`src/rtl/cpu_if_control_arb.sv`:
```
// Round-robin arbiter and access-tracking FSM that puts NUM_CH read/write requesters onto one
// shared target path. It adds a turnaround gap after each access and aborts accesses that time out.
module cpu_if_control_arb #(
  parameter int NUM_CH     = 4,
  parameter int TIMEOUT    = 255,
  parameter int TURNAROUND = 1,
  localparam int CH_W      = (NUM_CH > 1) ? $clog2(NUM_CH) : 1
) (
  input  logic              clk,
  input  logic              reset,
  input  logic [NUM_CH-1:0] read,
  input  logic [NUM_CH-1:0] write,
  input  logic              access_complete,
  output logic              ready,
  output logic [NUM_CH-1:0] grant,
  output logic [CH_W-1:0]   active_ch,
  output logic              read_busy,
  output logic              write_busy,
  output logic              timeout_err
);

  localparam int TO_W = (TIMEOUT > 1) ? $clog2(TIMEOUT) : 1;
  localparam int TA_W = (TURNAROUND > 1) ? $clog2(TURNAROUND) : 1;
  localparam logic [TO_W-1:0] TO_LAST = TO_W'((TIMEOUT > 0) ? TIMEOUT - 1 : 0);
  localparam logic [TA_W-1:0] TA_LAST = TA_W'((TURNAROUND > 0) ? TURNAROUND - 1 : 0);

  typedef enum logic [1:0] {
    S_IDLE = 2'd0,
    S_RD   = 2'd1,
    S_WR   = 2'd2,
    S_TA   = 2'd3
  } state_t;

  state_t          state_q, state_d;
  logic [TO_W-1:0] to_cnt_q, to_cnt_d;
  logic [TA_W-1:0] ta_cnt_q, ta_cnt_d;
  logic [CH_W-1:0] last_q, last_d;
  logic            err_d;
  logic [CH_W:0]   pick;
  logic            timeout_hit;
  logic            active_d;

  // The search starts one past the previous winner, so the previous winner has the lowest priority.
  function automatic logic [CH_W:0] rr_pick(input logic [NUM_CH-1:0] cand,
                                            input logic [CH_W-1:0]   last);
    logic [CH_W:0] res;
    int            idx;
    res = '0;
    for (int off = 1; off <= NUM_CH; off++) begin
      idx = (int'(last) + off) % NUM_CH;
      if (!res[CH_W] && cand[idx]) res = {1'b1, CH_W'(idx)};
    end
    return res;
  endfunction

  assign pick        = rr_pick(read | write, last_q);
  assign timeout_hit = (TIMEOUT > 0) && (to_cnt_q == TO_LAST);

  // NOTE: every always_comb output gets a default first so no path can leave it unassigned (no latch).
  always_comb begin
    state_d  = state_q;
    to_cnt_d = to_cnt_q;
    ta_cnt_d = ta_cnt_q;
    last_d   = last_q;
    err_d    = 1'b0;
    case (state_q)
      S_IDLE: begin
        if (pick[CH_W]) begin
          last_d   = pick[CH_W-1:0];
          state_d  = write[pick[CH_W-1:0]] ? S_WR : S_RD;
          to_cnt_d = '0;
        end
      end
      S_RD, S_WR: begin
        if (access_complete || timeout_hit) begin
          err_d    = !access_complete;
          state_d  = (TURNAROUND > 0) ? S_TA : S_IDLE;
          ta_cnt_d = '0;
        end else begin
          to_cnt_d = to_cnt_q + 1'b1;
        end
      end
      S_TA: begin
        if (ta_cnt_q == TA_LAST) state_d = S_IDLE;
        else                     ta_cnt_d = ta_cnt_q + 1'b1;
      end
      default: state_d = S_IDLE;
    endcase
  end

  assign active_d = (state_d == S_RD) || (state_d == S_WR);

  // Outputs are registered from the next-state values so they switch on the same edge as the state.
  // NOTE: sequential state uses non-blocking assignments only, so all flops update together at the edge.
  always_ff @(posedge clk or posedge reset) begin
    if (reset) begin
      state_q     <= S_IDLE;
      to_cnt_q    <= '0;
      ta_cnt_q    <= '0;
      last_q      <= CH_W'(NUM_CH - 1);
      ready       <= 1'b1;
      grant       <= '0;
      active_ch   <= '0;
      read_busy   <= 1'b0;
      write_busy  <= 1'b0;
      timeout_err <= 1'b0;
    end else begin
      state_q     <= state_d;
      to_cnt_q    <= to_cnt_d;
      ta_cnt_q    <= ta_cnt_d;
      last_q      <= last_d;
      ready       <= (state_d == S_IDLE);
      grant       <= active_d ? (NUM_CH'(1) << last_d) : '0;
      active_ch   <= active_d ? last_d : '0;
      read_busy   <= (state_d == S_RD);
      write_busy  <= (state_d == S_WR);
      timeout_err <= err_d;
    end
  end

endmodule

```
`config.mk`:
```
export PLATFORM = sky130hd
export DESIGN_NAME = cpu_if_control_arb
export DESIGN_NICKNAME = d
export VERILOG_FILES = /design/src/rtl/cpu_if_control_arb.sv
export SDC_FILE = /design/constraint.sdc
export NUM_CORES = 1
export LEC_CHECK = 0
export ABC_AREA = 1
export CORE_UTILIZATION = 56
export CTS_BUF_LIST = sky130_fd_sc_hd__clkbuf_4 sky130_fd_sc_hd__clkbuf_8
export CTS_CLUSTER_DIAMETER = 60
export DETAILED_ROUTE_END_ITERATION = 6
export PLACE_DENSITY = 0.82
export SLEW_MARGIN = 20
export SYNTH_ARGS = -nofsm -noshare
export SYNTH_HDL_FRONTEND = slang
export SYNTH_SLANG_ARGS = --single-unit
```
`constraint.sdc`:
```
create_clock -name clk -period 3.19 [get_ports clk]
set_input_delay 0.638 -clock clk [delete_from_list [all_inputs] [get_ports clk]]
set_output_delay 0.638 -clock clk [all_outputs]
set_load 0.01 [all_outputs]
```
==> out/qor.yml <==
viasPerCell: 5.602
leakage_nw: 0.8544
hold_path_depth: 2
grt_pass1_wl_mm: 5.471
grt_pass1_vias: 1277
synth_edf_count: 0
finalCritPeriodShare: 0.8836
initial_core_util: 0.6117
wire_per_inst_um: 13.19
drt-total-wl_mm: 3.113
ys_ff_latch: 22
final_common_cell: "nand2_1"
outcome: "finished, final reports clean"
timing.final.hold_violations: 0
r2r_cells: 14
worstMarginPinSlew_ns: 0.8041
synth_compound_area_frac: 0.09617
ios: 21
critPathCaptureType: "flop"
arrival_ns: 3.06
ys_async_sr_fraction: 1.000
drt_iter0_markers: 46
drv_cap: 0
drv_slew: 0
rsz0062_at_grt: "no"
synth_cell_types: 28
max_freq_ghz: 0.3548
tns_ns: 0
ys_seq_area_frac: 0.3945
power_density_nw_per_um2: 1112
syn2layout_area_growth_pct: 19.15
syn-instance-count: 186
grt_max_degree: 23
rows: 17
ir_worst_vdd_mv: 0.7872
ant_nets: 0
synthMuxAreaShare: 0
place.gp.congestion: 0.9781
final_nets: 224
drc: 0
post_cts_resize_count: 0
cts_tree: "yes"
postSynth.topFlopCell: "dfrtp_1"
synthesis.nets: 201
setup_viol: 0
power.total_w: 0.001862
drtPass1Iterations: 4
postCtsSetupBuffers: 0
fin_worst_skew_ns: 0.008729
synth_top_family_by_area: "simple AND/OR/NAND/NOR gates"
synthAdderAreaFrac: 0.03562
syn_area_um2: 1405
cts.sinks: 22
relSlewSlack: 0.4633
yosys.area_share.simple: 0.3633
start_kind: "input pin"
hp-class: "flop to flop"
routed-via-count: 1322
cts_buffers: 3
port-buffer-count: 20
track_usage: 0.2776
clock_latency_ns: 0.31
dieWidth_um: 52.09
cp.required_ns: 3.43
clk_pin_slew_ns: 0.12
final_cell_mix: "nand2_1, inv_1, nand3_1, clkdlybuf4s50_1, dfrtp_1"
die-area_um2: 2713
clockRootBuffer: "clkbuf_4"
antenna_found_initial: 0
die_y_um: 52.09
fin_util: 0.7288
critPathMaxFanout: 5
cts_buffer_depth: 2
synth-xor-area-share: 0.01247
coreArea_um2: 2297
syn_area_per_cell_um2: 7.554
fillerInstances: 182
min_period_ns: 2.819
post-dp-hpwl_mm: 2.507
htree_levels: 1
ctsHoldBuffers: 0
drive_gt1_frac: 0.1731
overflow: 0
yosysWarningCount: 0
critPathKind: "input pin to flop"
diodes: 0
-- worst paths after layout --
kind | from | to | slack [ns]
worst max-delay path | write[0] | grant[0] | 0.37
worst min-delay path | to_cnt_q[4] | to_cnt_q[4] | 0.56
worst max register to register | last_q[0] | grant[0] | 0.54
worst min register to register | to_cnt_q[4] | to_cnt_q[4] | 0.56
max in group asynchronous | reset | to_cnt_q[6] | 1.92
min in group asynchronous | reset | to_cnt_q[2] | 0.77
-- area by class of cell --
class | instances | area, um2 | area share
clock buffer | 3 | 22.52 | 0.01345
clock inverter | 1 | 30.03 | 0.01794
inverter | 29 | 118.9 | 0.07100
multi-input combinational | 133 | 713.2 | 0.4260
sequential | 22 | 554.3 | 0.3311
tap | 28 | 35.03 | 0.02093
timing repair buffer | 20 | 200.2 | 0.1196
-- cell usage after synthesis, types with 3 or more instances --
library cell,number,share of area
nand2_2,8,0.036
o21ai_1,3,0.011
dfstp_2,3,0.056
nor2_1,18,0.048
a21oi_1,3,0.011
ha_1,4,0.036
o31ai_1,3,0.016
dfrtp_1,19,0.34
nand3_1,20,0.071
inv_1,22,0.059
o21ai_0,5,0.018
nand2_1,45,0.12
inv_2,5,0.013
a21oi_2,3,0.019
nand2_4,3,0.024
nor3_1,3,0.011
nand3_2,4,0.028
-- state kept, by name, indices dropped and copies added (netlist names) --
name / count
grant: 4
timeout_err: 1
active_ch: 2
state_q: 2
write_busy: 1
to_cnt_q: 8
ready: 1
read_busy: 1
last_q: 2
-- through the flow --
step | std cells | hold slack (ns) | setup WS, ns | cell area, um2
after floorplan | 186 | 0.4930 | 0.8332 | 1405
after global placement | 232 | 0.5198 | 0.1720 | 1622
after detailed placement | 232 | 0.5246 | 0.09366 | 1622
after CTS | 236 | 0.5542 | 0.4334 | 1674
after global routing | 236 | 0.5700 | 0.1544 | 1674
final | 236 | 0.5559 | 0.3714 | 1674
-- cells by family (layout without fill, tap and decap cells) --
| kind of cell | Yosys count | count (layout) |
|---|---|---|
| and+or+nand+nor | 106 | 106 |
| buffers and inverters | 31 | 53 |
| DFF | 22 | 22 |
| AOI/OAI and AO/OA | 21 | 21 |
| adders and majority gates | 4 | 4 |
| xor gates and xnor gates | 2 | 2 |
-- critical path: stages --
cell,delay [ns]
clkdlybuf4s50_1,0.42
nor2_1,0.18
nand2_1,0.13
nand3_2,0.11
nand2_2,0.08
inv_2,0.09
nand3_1,0.12
o21ai_0,0.24
nand3_1,0.10
nand3_1,0.14
nand2_1,0.09
ha_1,0.36
or2_1,0.26
nor2_1,0.09
-- layer usage --
layer | share of wire | routed length (um) | GRT usage
met2 | 0.46 | 1418 | 0.4380
met3 | 0.082 | 254 | 0.08480
met4 | 0.018 | 55 | 0.08559
met5 | 0 | 0 | 0
met1 | 0.44 | 1385 | 0.3611
-- power by group --
part / internal (W) / switching [W]
Clock: 0.000127 / 0.0000810
Combinational: 0.000423 / 0.000774
Sequential: 0.000386 / 0.0000712
Power figures use the tool's default switching activity.
